File: src/rtl/alarm_siren_controller_if.sv
// Alarm siren controller board-side signal bundle.
// Inputs from detection/user, outputs to siren, beeper and LEDs.
interface alarm_siren_controller_if;
  logic       trig;
  logic       m;
  logic       ack;
  logic       siren;
  logic       beep;
  logic       mem_led;
  logic [2:0] state;
  logic [7:0] remaining;

  modport master (
    output trig, m, ack,
    input  siren, beep, mem_led, state, remaining
  );

  modport slave (
    input  trig, m, ack,
    output siren, beep, mem_led, state, remaining
  );
endinterface

File: src/rtl/alarm_siren_controller.sv
// Alarm siren controller: exit/entry delays, timed siren,
// alarm-memory latch, all timed by an internal tick prescaler.
module alarm_siren_controller #(
  parameter int unsigned TICK_DIV    = 100_000_000,
  parameter int unsigned EXIT_DELAY  = 10,
  parameter int unsigned ENTRY_DELAY = 5,
  parameter int unsigned SIREN_TIME  = 30
) (
  input logic                      clk,
  input logic                      rst_n,
  alarm_siren_controller_if.slave  bus
);

  typedef enum logic [2:0] {
    DISARMED  = 3'd0,
    EXIT_DLY  = 3'd1,
    ARMED     = 3'd2,
    ENTRY_DLY = 3'd3,
    ALARM     = 3'd4,
    SILENCED  = 3'd5
  } state_t;

  localparam int PW = $clog2(TICK_DIV);
  localparam logic [PW-1:0] PRE_MAX = PW'(TICK_DIV - 1);
  localparam logic [7:0] EXIT_T  = 8'(EXIT_DELAY);
  localparam logic [7:0] ENTRY_T = 8'(ENTRY_DELAY);
  localparam logic [7:0] SIREN_T = 8'(SIREN_TIME);

  logic          trig_m;
  logic          trig_s;
  logic          m_m;
  logic          m_s;
  state_t        state_q;
  state_t        state_d;
  logic [7:0]    rem_q;
  logic [7:0]    rem_d;
  logic [PW-1:0] presc;
  logic          tick;
  logic          moving;
  logic          beep_q;
  logic          siren_q;
  logic          mem_q;

  // Two-flop synchronisers for the asynchronous level inputs.
  always_ff @(posedge clk or negedge rst_n) begin
    if (!rst_n) begin
      trig_m <= 1'b0;
      trig_s <= 1'b0;
      m_m    <= 1'b0;
      m_s    <= 1'b0;
    end else begin
      trig_m <= bus.trig;
      trig_s <= trig_m;
      m_m    <= bus.m;
      m_s    <= m_m;
    end
  end

  assign tick   = (presc == PRE_MAX);
  assign moving = (state_d != state_q);

  // Tick prescaler, restarted on every state change so delays are exact.
  always_ff @(posedge clk or negedge rst_n) begin
    if (!rst_n) begin
      presc <= '0;
    end else if (moving || tick) begin
      presc <= '0;
    end else begin
      presc <= presc + PW'(1);
    end
  end

  // Next-state and next-remaining decode; disarm overrides everything.
  always_comb begin
    state_d = state_q;
    rem_d   = rem_q;
    if (!m_s) begin
      state_d = DISARMED;
      rem_d   = 8'd0;
    end else begin
      case (state_q)
        DISARMED: begin
          if (EXIT_DELAY == 0) begin
            state_d = ARMED;
            rem_d   = 8'd0;
          end else begin
            state_d = EXIT_DLY;
            rem_d   = EXIT_T;
          end
        end
        EXIT_DLY: begin
          if (tick) begin
            if (rem_q <= 8'd1) begin
              state_d = ARMED;
              rem_d   = 8'd0;
            end else begin
              rem_d = rem_q - 8'd1;
            end
          end
        end
        ARMED: begin
          if (trig_s) begin
            if (ENTRY_DELAY == 0) begin
              state_d = ALARM;
              rem_d   = SIREN_T;
            end else begin
              state_d = ENTRY_DLY;
              rem_d   = ENTRY_T;
            end
          end
        end
        ENTRY_DLY: begin
          if (tick) begin
            if (rem_q <= 8'd1) begin
              state_d = ALARM;
              rem_d   = SIREN_T;
            end else begin
              rem_d = rem_q - 8'd1;
            end
          end
        end
        ALARM: begin
          if (bus.ack) begin
            state_d = SILENCED;
            rem_d   = 8'd0;
          end else if (tick) begin
            if (rem_q <= 8'd1) begin
              state_d = SILENCED;
              rem_d   = 8'd0;
            end else begin
              rem_d = rem_q - 8'd1;
            end
          end
        end
        SILENCED: begin
          if (bus.ack && !trig_s) begin
            state_d = ARMED;
            rem_d   = 8'd0;
          end
        end
        default: begin
          state_d = DISARMED;
          rem_d   = 8'd0;
        end
      endcase
    end
  end

  // State and countdown registers.
  always_ff @(posedge clk or negedge rst_n) begin
    if (!rst_n) begin
      state_q <= DISARMED;
      rem_q   <= 8'd0;
    end else begin
      state_q <= state_d;
      rem_q   <= rem_d;
    end
  end

  // Registered siren, chirp and alarm-memory outputs.
  always_ff @(posedge clk or negedge rst_n) begin
    if (!rst_n) begin
      siren_q <= 1'b0;
      beep_q  <= 1'b0;
      mem_q   <= 1'b0;
    end else begin
      siren_q <= (state_d == ALARM);
      if (state_d == DISARMED) begin
        mem_q <= 1'b0;
      end else if (state_d == ALARM) begin
        mem_q <= 1'b1;
      end
      if (moving) begin
        beep_q <= 1'b0;
      end else if (state_q != EXIT_DLY &&
                   state_q != ENTRY_DLY) begin
        beep_q <= 1'b0;
      end else if (tick) begin
        beep_q <= ~beep_q;
      end
    end
  end

  assign bus.siren     = siren_q;
  assign bus.beep      = beep_q;
  assign bus.mem_led   = mem_q;
  assign bus.state     = state_q;
  assign bus.remaining = rem_q;

endmodule
File: src/flat_wrapper.sv
// flat-port wrapper written by rule: the top's interface ports become plain ports
module alarm_siren_controller_flat 
#(
  parameter int unsigned TICK_DIV    = 100_000_000,
  parameter int unsigned EXIT_DELAY  = 10,
  parameter int unsigned ENTRY_DELAY = 5,
  parameter int unsigned SIREN_TIME  = 30
)
  (clk, rst_n, bus_trig, bus_m, bus_ack, bus_siren, bus_beep, bus_mem_led, bus_state, bus_remaining);
  alarm_siren_controller_if bus_i ();
  input logic clk;
  input logic rst_n;
  input wire logic [$bits(bus_i.trig)-1:0] bus_trig;
  input wire logic [$bits(bus_i.m)-1:0] bus_m;
  input wire logic [$bits(bus_i.ack)-1:0] bus_ack;
  output wire logic [$bits(bus_i.siren)-1:0] bus_siren;
  output wire logic [$bits(bus_i.beep)-1:0] bus_beep;
  output wire logic [$bits(bus_i.mem_led)-1:0] bus_mem_led;
  output wire logic [$bits(bus_i.state)-1:0] bus_state;
  output wire logic [$bits(bus_i.remaining)-1:0] bus_remaining;
  assign bus_i.trig = bus_trig;
  assign bus_i.m = bus_m;
  assign bus_i.ack = bus_ack;
  assign bus_siren = bus_i.siren;
  assign bus_beep = bus_i.beep;
  assign bus_mem_led = bus_i.mem_led;
  assign bus_state = bus_i.state;
  assign bus_remaining = bus_i.remaining;
  alarm_siren_controller #(.TICK_DIV(TICK_DIV), .EXIT_DELAY(EXIT_DELAY), .ENTRY_DELAY(ENTRY_DELAY), .SIREN_TIME(SIREN_TIME)) u_core (.clk(clk), .rst_n(rst_n), .bus(bus_i));
endmodule
File: config.mk
export PLATFORM = sky130hd
export DESIGN_NAME = alarm_siren_controller_flat
export DESIGN_NICKNAME = d
export VERILOG_FILES = /design/src/rtl/alarm_siren_controller_if.sv /design/src/rtl/alarm_siren_controller.sv /design/src/flat_wrapper.sv
export SDC_FILE = /design/constraint.sdc
export NUM_CORES = 1
export LEC_CHECK = 0
export ABC_CLOCK_PERIOD_IN_PS = 3500
export CORE_UTILIZATION = 29
export DETAILED_ROUTE_END_ITERATION = 10
export PLACE_DENSITY = 0.46
export REMOVE_ABC_BUFFERS = 1
export SETUP_SLACK_MARGIN = 0.02
export SLEW_MARGIN = 20
export SYNTH_ARGS = -nofsm -noshare
export SYNTH_HDL_FRONTEND = slang
export SYNTH_SLANG_ARGS = --single-unit
File: constraint.sdc
create_clock -name clk -period 3.5 [get_ports clk]
set_clock_uncertainty 0.2 [all_clocks]
set_input_delay 1.05 -clock clk [delete_from_list [all_inputs] [get_ports clk]]
set_output_delay 1.05 -clock clk [all_outputs]
set_load 0.02 [all_outputs]
# == After elaboration in Yosys (flattened, before gate mapping) ==
# Cells that the tools add are included.
# word_totals
regBits,45
latchBits,0
ramBits,0
rom_bits,0
output_inout_bits,14
mem_count,0
# classes
addsub,2
multipliers,0
div,0
order_cmp,1
n_eq_ne,13
n_shift,0
n_mux,26
bitwise_logic,1
reduce_logical,9
# op_table
op,n
8-bit two-way mux,8
8-bit case mux with 6 select lines,1
3-bit two-way mux,10
27-bit by 1-bit adder with 27-bit output (second input constant),1
27-bit == test (second input constant),1
27-bit two-way mux,1
3-bit case mux with 6 select lines,1
3-bit == test (second input constant),3
8-bit by 1-bit <= comparator with 1-bit output (second input constant),1
8-bit by 1-bit subtractor with 8-bit output (second input constant),1
3-bit by 2-bit == test with 1-bit output (second input constant),2
3-bit zero test,2
3-bit by 2-bit != test with 1-bit output (second input constant),2
3-bit != test (second input constant),2
1-bit two-way mux,5
3-bit by 1-bit == test with 1-bit output (second input constant),1
3-bit by 1-bit != test with 1-bit output (second input constant),1
3-bit != test,1
3-bit AND reduction,1
3-bit nonzero test,1
1-bit logical AND,2
2-bit nonzero test,1
1-bit zero test,1
1-bit logical OR,1
1-bit inverter,1

# == Depth between registers and ports, before layout ==
# depth
ltp_word,9
mapped_depth,10

# == Worst setup path after synthesis ==
# Ideal clock, no wire load.
# synth_path
kind,reg-to-reg
from,register u_core.rem_q[4] (netlist: u_core.bus.remaining[4])
to,register u_core.presc[11]
arrival_ps,2220
setup_slack_ps,961
path_stages_with_launch,9
n_path_buf,2
synth_period_minus_slack_ps,2539
cell_sequence,dfrtp_1 -> or3_4 -> or4b_4 -> buf_6 -> nor3_2 -> o2111ai_1 -> nand3_1 -> buf_4 -> nor2_1
# synth_between
elab_chain_cells,9
word_cells_on_any_way,13
cone_classes,1 x order compare; 1 x eq/ne; 10 x mux; 1 x reduce/logical
# synth_lines
item,line,text
"start, declared",alarm_siren_controller.sv:35,logic [7:0] rem_q;
"start signal, assigned",alarm_siren_controller.sv:156,rem_q <= rem_d;
8-bit by 1-bit <= comparator with 1-bit output *,"alarm_siren_controller.sv:93, alarm_siren_controller.sv:114, alarm_siren_controller.sv:127",
3-bit two-way mux,alarm_siren_controller.sv:127,if (rem_q <= 8'd1) begin
3-bit two-way mux,alarm_siren_controller.sv:126,end else if (tick) begin
3-bit two-way mux,alarm_siren_controller.sv:123,if (bus.ack) begin
3-bit case mux with 6 select lines *,alarm_siren_controller.sv:81,case (state_q)
3-bit two-way mux *,alarm_siren_controller.sv:77,if (!m_s) begin
3-bit != test *,alarm_siren_controller.sv:60,assign moving = (state_d != state_q);
1-bit logical OR *,alarm_siren_controller.sv:66,end else if (moving || tick) begin
27-bit two-way mux *,alarm_siren_controller.sv:66,
"end signal, assigned",alarm_siren_controller.sv:69,presc <= presc + PW'(1);
"end, declared",alarm_siren_controller.sv:37,logic [PW-1:0] presc;
# Mark *: on every way between the ends. The rest lies on a longest branch, timed or not.
# A chain may end at the register's enable or synchronous reset.

# == Final worst setup path ==
# layout_path
from,input bus_ack
to,register u_core.rem_q[7] (netlist: u_core.bus.remaining[7])
# layout_between
elab_chain_cells,3
word_cells_on_any_way,6
cone_classes,1 x eq/ne; 3 x mux; 2 x reduce/logical
# layout_lines
item,line,text
"start, declared",flat_wrapper.sv:15,input wire logic [$bits(bus_i.ack)-1:0] bus_ack;
8-bit two-way mux or 1-bit logical AND (tied branches),"alarm_siren_controller.sv:123, alarm_siren_controller.sv:136",
8-bit case mux with 6 select lines or 3-bit != test (tied branches),-,
8-bit two-way mux or 3-bit AND reduction (tied branches),-,
# Parallel ways exist; a longest one is shown, timed or not.

==> out/summary.txt <==
initial antenna violation count: 0
Final period util: 0.8538
pre-CTS WS: 0.2268 ns
number of synthesized flops with an enable pin: 0
Core Box Area: 0.008382 mm2
Worst Hold Class: reg -> reg
worst skew pair latency: 0.30 ns
Worst Path Max Fanout: 6
worst slew pin tran: 0.5661 ns
Seq cells post-synth: 45
clock sink count: 45
dominant cell type by area after synthesis: dfrtp_1
pwr/cell area: 331.6 mW/mm2
total clock buffers created by CTS: 5
DP Wirelength: 4437 um
Post-DRT Antenna Nets: 0
Fin. Hold Viols: 0
first-pass GRT wire length: 10,790 um
Mean Syn Cell Area: 9.018 um2
clock share of power: 0.335
synth top area cells: dfrtp_1, xor2_1, nor2_1
combinational fraction of design power: 0.114
clock tree buffer depth: 2
top post-synthesis cells by count: dfrtp_1, nor2_1, nand2_1, nand3_1, xor2_1
number of global-route vias before repair: 2,119
clock root buffer master: clkbuf_8
status: complete, no violations
CP Launch Type: input port
Die ar.: 0.009211 mm2
DRT iter0 DRCs: 73
Slowest-stage cell, CP: or3b_2
Max Cap Viol: 0
crit end category: register
cell count after synthesis: 284
Critical Path AT: 3.01 ns
Top Ports: 19
GP Congestion: 0.8097
Critical Path Max Stage Delay: 0.51 ns
die width: 95.98 um
# rows: 33
initial core utilization: 0.3056
pin count of the biggest net entering global routing: 23
Synth top area share: 0.4397
Setup Fix Bufs, Post-CTS: 0
Seq/Total Area, Yosys: 0.4397
WL/cell: 15.19 um
share of layout cells above drive strength 1: 0.08738
Worst VDD drop: 0.2025 mV
via density per instance: 5.157
Final TNS setup: 0 ns
DRC errors left: 0
final setup margin: 0.5116 ns
Int Power: 711.2 uW
number of hold buffers added after CTS: 0
CTS HTree Levels: 2
cell breakdown of the critical path: clkdlybuf4s50_1 > or3b_2 > a21oi_1 > o21ai_0 > a21oi_1 > a41oi_1 > nor2_1
Syn. warnings: 0
Net Sw Power: 272.6 uW
Post-synth top flop: dfrtp_1
die height: 95.98 um
Crit Path Category: in -> reg
Worst Path Required: 3.53 ns
Netlist cell types: 55
Worst slew margin: 0.6192
via count: 2,135
post-layout min period: 2.988 ns
Initial DRT Pass Iterations: 4
# setup viols final: 0
RSZ-0062 raised after global routing: false
post_cts resized: 0
Slew Limit Fails: 0
# nets final: 316
Port-buffer cells: 18
fraction of registers with async set/reset: 1.000
post-synthesis cell area: 0.002561 mm2
Clock transition at path regs: 0.09 ns
P_leak: 0.001244 uW
gr ovfl total: 0
Power, Total: 983.8 uW
GRT Util Overall: 0.1520
CTS tree: built
Layout area overhead: 15.83%
net switching share of the total power: 0.2771
sequential power share: 0.551
Post-Route WL: 6288 um
cell with the most instances after synthesis: dfrtp_1
antenna cells: 0
Max Freq: 334.6 MHz
most frequent cell on the critical path: a21oi_1
## power groups by stage
stage                     Combinational (uW)  Clock (uW)  Sequential (uW)
after floorplan                         58.6           0              554
after global placement                   114           0              552
after detailed placement                 113           0              552
after CTS                                114         343              542
after global routing                     126         359              544
final                                    112         330              542
## registers in the layout (all words and copies together) (netlist names)
signal,flops
u_core.bus.state,3
u_core.trig_s,1
u_core.trig_m,1
u_core.m_m,1
u_core.bus.remaining,8
u_core.bus.siren,1
u_core.bus.beep,1
u_core.presc,27
u_core.bus.mem_led,1
u_core.m_s,1
## worst max-delay path: cells and delay by family
| family | cells | cell delay, ns |
|---|---|---|
| and+or+nand+nor | 2 | 0.62 |
| AOI/OAI and AO/OA | 4 | 0.85 |
| buffers and inverters | 1 | 0.49 |
## worst paths after layout
kind	from	to	slack (ns)	depth (start not counted)
worst min register to register	u_core.trig_m	u_core.trig_s	0.16	0
worst max-delay path	bus_ack	u_core.bus.remaining[7]	0.51	7
min in group asynchronous	rst_n	u_core.bus.state[1]	0.50	1
max in group asynchronous	rst_n	u_core.presc[6]	2.01	2
worst max register to register	u_core.presc[0]	u_core.bus.remaining[5]	0.79	7
worst min-delay path	u_core.trig_m	u_core.trig_s	0.16	0
## per-layer routing
layer  global-route usage  vias to the layer above  wire, um
li1                     -                     1057         -
met5                    0                        -         0
met1               0.2086                     1035      3132
met2               0.2524                       39      2951
met3              0.02370                        4       172
met4              0.03358                        0        32
## cell usage in the layout (no fill, tap or decap), types with 4 or more instances in the layout
cell type        instances
dfrtp_1                 45
and3_1                   5
xor2_1                  19
inv_1                    7
o21ai_0                 15
nand4_1                  4
or3_1                    4
buf_4                    9
nand3_1                 20
nor2_1                  41
a21oi_1                 15
nand2_1                 24
clkbuf_8                 5
clkdlybuf4s50_1         17
a22o_1                   5
nor3_1                   7
xnor2_1                  8
## area by class of cell
type / count / area [um2]
Sequential cell: 45 / 1126
Multi-Input combinational cell: 222 / 1358
Inverter: 7 / 26.28
Tap cell: 105 / 131.4
Clock buffer: 6 / 72.57
Fill cell: 901 / 5415
Clock inverter: 2 / 10.01
Timing Repair Buffer: 27 / 242.7
## through the flow
| stage | utilization | cells | hold WS (ns) | cell area (um2) |
|---|---|---|---|---|
| 2_1_floorplan | - | 274 | 0.1312 | 2510 |
| 6_report | 0.3539 | 414 | 0.1550 | 2967 |
| 5_1_grt | 0.3539 | 414 | 0.1731 | 2967 |
| 3_5_place_dp | 0.3441 | 406 | 0.1372 | 2884 |
| 3_3_place_gp | 0.3441 | 406 | 0.1340 | 2884 |
| 4_1_cts | 0.3539 | 414 | 0.1588 | 2967 |
## logic make-up (layout without fill, tap and decap cells)
group / Yosys count / after routing / share of synthesized area
buffers and inverters: 17 / 42 / 0.03029
adders and majority gates: 3 / 3 / 0.01466
muxes: 1 / 1 / 0.003908
AOI/OAI and AO/OA: 59 / 59 / 0.1510
xor gates and xnor gates: 27 / 27 / 0.09233
DFF: 45 / 45 / 0.4397
and+or+nand+nor: 132 / 132 / 0.2682
(Power assumes the default switching activity.)
==> RTL change: new RTL, same flow settings <==
Make the reset (`rst_n`) synchronous in 4 clocked blocks. Comments in the files are not updated.
--- a/src/rtl/alarm_siren_controller.sv
+++ b/src/rtl/alarm_siren_controller.sv
@@ -44,3 +44,3 @@
   // Two-flop synchronisers for the asynchronous level inputs.
-  always_ff @(posedge clk or negedge rst_n) begin
+  always_ff @(posedge clk) begin
     if (!rst_n) begin
@@ -62,3 +62,3 @@
   // Tick prescaler, restarted on every state change so delays are exact.
-  always_ff @(posedge clk or negedge rst_n) begin
+  always_ff @(posedge clk) begin
     if (!rst_n) begin
@@ -149,3 +149,3 @@
   // State and countdown registers.
-  always_ff @(posedge clk or negedge rst_n) begin
+  always_ff @(posedge clk) begin
     if (!rst_n) begin
@@ -160,3 +160,3 @@
   // Registered siren, chirp and alarm-memory outputs.
-  always_ff @(posedge clk or negedge rst_n) begin
+  always_ff @(posedge clk) begin
     if (!rst_n) begin
Behaviour: differs if rst_n is asserted again (counterexample within 4 cycles, from zero or initial values and one cycle with rst_n low); with rst_n held inactive, the same outputs for 10 cycles.
==> RTL change against the original RTL <==
Area after synthesis down 11%; wire length shrank 15%; final cell count is 2.7% lower; setup slack improved by 0.051 ns; via count shrank 5.2%; fmax up 1.8%; sequential cell count stayed put; die area down 10%; utilization shrank 0.51 points; final area is 9.6% lower; critical path type unchanged; highest routed layer unchanged.
Power is not compared: it rests on default switching activity, and its combinational part moved more than twofold at a synthesized area within 25%.
==> RTL change: results (changes against the original RTL) <==
Outcome
  • Result of the run: complete, no violations

Synth
  • Sequential area share after synthesis: 39.3% (-4.7 points)
  • Unique masters post-synth: 50 (-9.1%)
  • Leading post-synthesis cells by instance count: dfxtp_1, nor2_1, nand2_1
  • Proportion of netlist area held by the largest area contributor: 39.3% (-4.7 points)
  • Synth async-reset ratio: 0% (-100 points)
  • Largest cells by area after synthesis: dfxtp_1, nor2_1, xor2_1
  • Flip-flop cell with the highest count after synthesis: dfxtp_1

Power and ir drop
  • Comb group: 0.0483 mW
  • Int Power: 0.678 mW
  • Maximum ir drop on the vdd rail: 0.000126 V

Place
  • GPL Wtd Cong: 0.803 (-0.78%)
  • HPWL after detailed placement: 3790 µm (-15%)
  • Worst slack at placement: 0.280 ns (+0.0532 ns)
  • Number of port buffers: 18 (unchanged)

Setup path
  • Slowest library cell on the worst path: clkdlybuf4s50_1
  • Worst-path maximum fanout: 5 (-1)
  • Top cell family by delay on the critical path: simple AND/OR/NAND/NOR gates
  • Critical Path Max Stage Delay: 0.49 ns (-0.02 ns)

Finish
  • NumNets Final: 308 (-2.5%)
  • Fraction of final layout cells with drive strength greater than 1: 4.98% (-3.8 points)
  • Total of fill cells in the finished design: 837 (-7.1%)

Min path
  • Worst min path class: reg2reg

Global routing
  • Antenna violations before repair: 0 (unchanged)
  • Largest net degree at the start of global routing: 27 (+17%)
  • Number of global-route vias before repair: 1893 (-11%)
  • Wire length of the first global-routing pass: 9020 µm (-16%)
  • Combined global-route utilization of all metal layers: 13.5% (-1.7 points)

STA
  • Worst rel slew slack: 51.9% (-10 points)

Clock tree
  • TritonCTS buffer count: 5 (unchanged)
  • Maximum count of clock buffers along a single path: 2 (unchanged)

Route
  • Wire length per cell after detailed routing: 13.3 µm (-12%)
  • Number of DRC markers in iteration 0: 59 (-19%)
  • Detail-routed via count per cell: 5.02 (-2.6%)
[RTL change: cell families after synthesis]
| family | after synthesis | share of synthesized area [%] |
|---|---|---|
| fa+ha+maj | 3 | 1.64 |
| buf+inv | 16 | 2.73 |
| flops | 45 | 39.3 |
| compound gates | 55 | 16.1 |
| xor+xnor | 25 | 9.55 |
| simple gates | 135 | 30.7 |
[RTL change: metrics by stage]
stage / power [mW] / hold WS [ns] / util [%] / instances / area (µm²)
after global routing: 0.938 / 0.271 / 34.9 / 403 / 2680
after floorplan: 0.562 / 0.212 / - / 271 / 2260
after detailed placement: 0.583 / 0.221 / 33.8 / 395 / 2600
after CTS: 0.916 / 0.244 / 34.9 / 403 / 2680
after global placement: 0.584 / 0.213 / 33.8 / 395 / 2600
final: 0.897 / 0.242 / 34.9 / 403 / 2680
[RTL change: path summary, 6_finish.rpt]
| path | from | to | slack, ns | cells after the start |
|---|---|---|---|---|
| min reg2reg | u_core.m_m | u_core.m_s | 0.24 | 1 |
| max | bus_ack | u_core.bus.remaining[2] | 0.56 | 6 |
| max reg2reg | u_core.presc[12] | u_core.bus.remaining[2] | 0.57 | 6 |
| min | u_core.m_m | u_core.m_s | 0.24 | 1 |
[RTL change: metal layers]
| metal | track usage [%] | vias to the layer above | share of wire, % |
|---|---|---|---|
| met1 | 19.2 | 951 | 55 |
| li1 | - | 1040 | - |
| met5 | 0 | - | 0 |
| met3 | 2.53 | 6 | 2.8 |
| met4 | 4.76 | 0 | 1.3 |
| met2 | 20.1 | 28 | 41 |
[RTL change: layout make-up]
cell class,instances,area share (%)
well taps,102,4.76
repair buffers,22,7.84
flip-flops and latches,45,33.6
clock buffers,7,2.85
multi-input cells,218,49.6
clock inverters,1,0.280
inverters,8,1.12
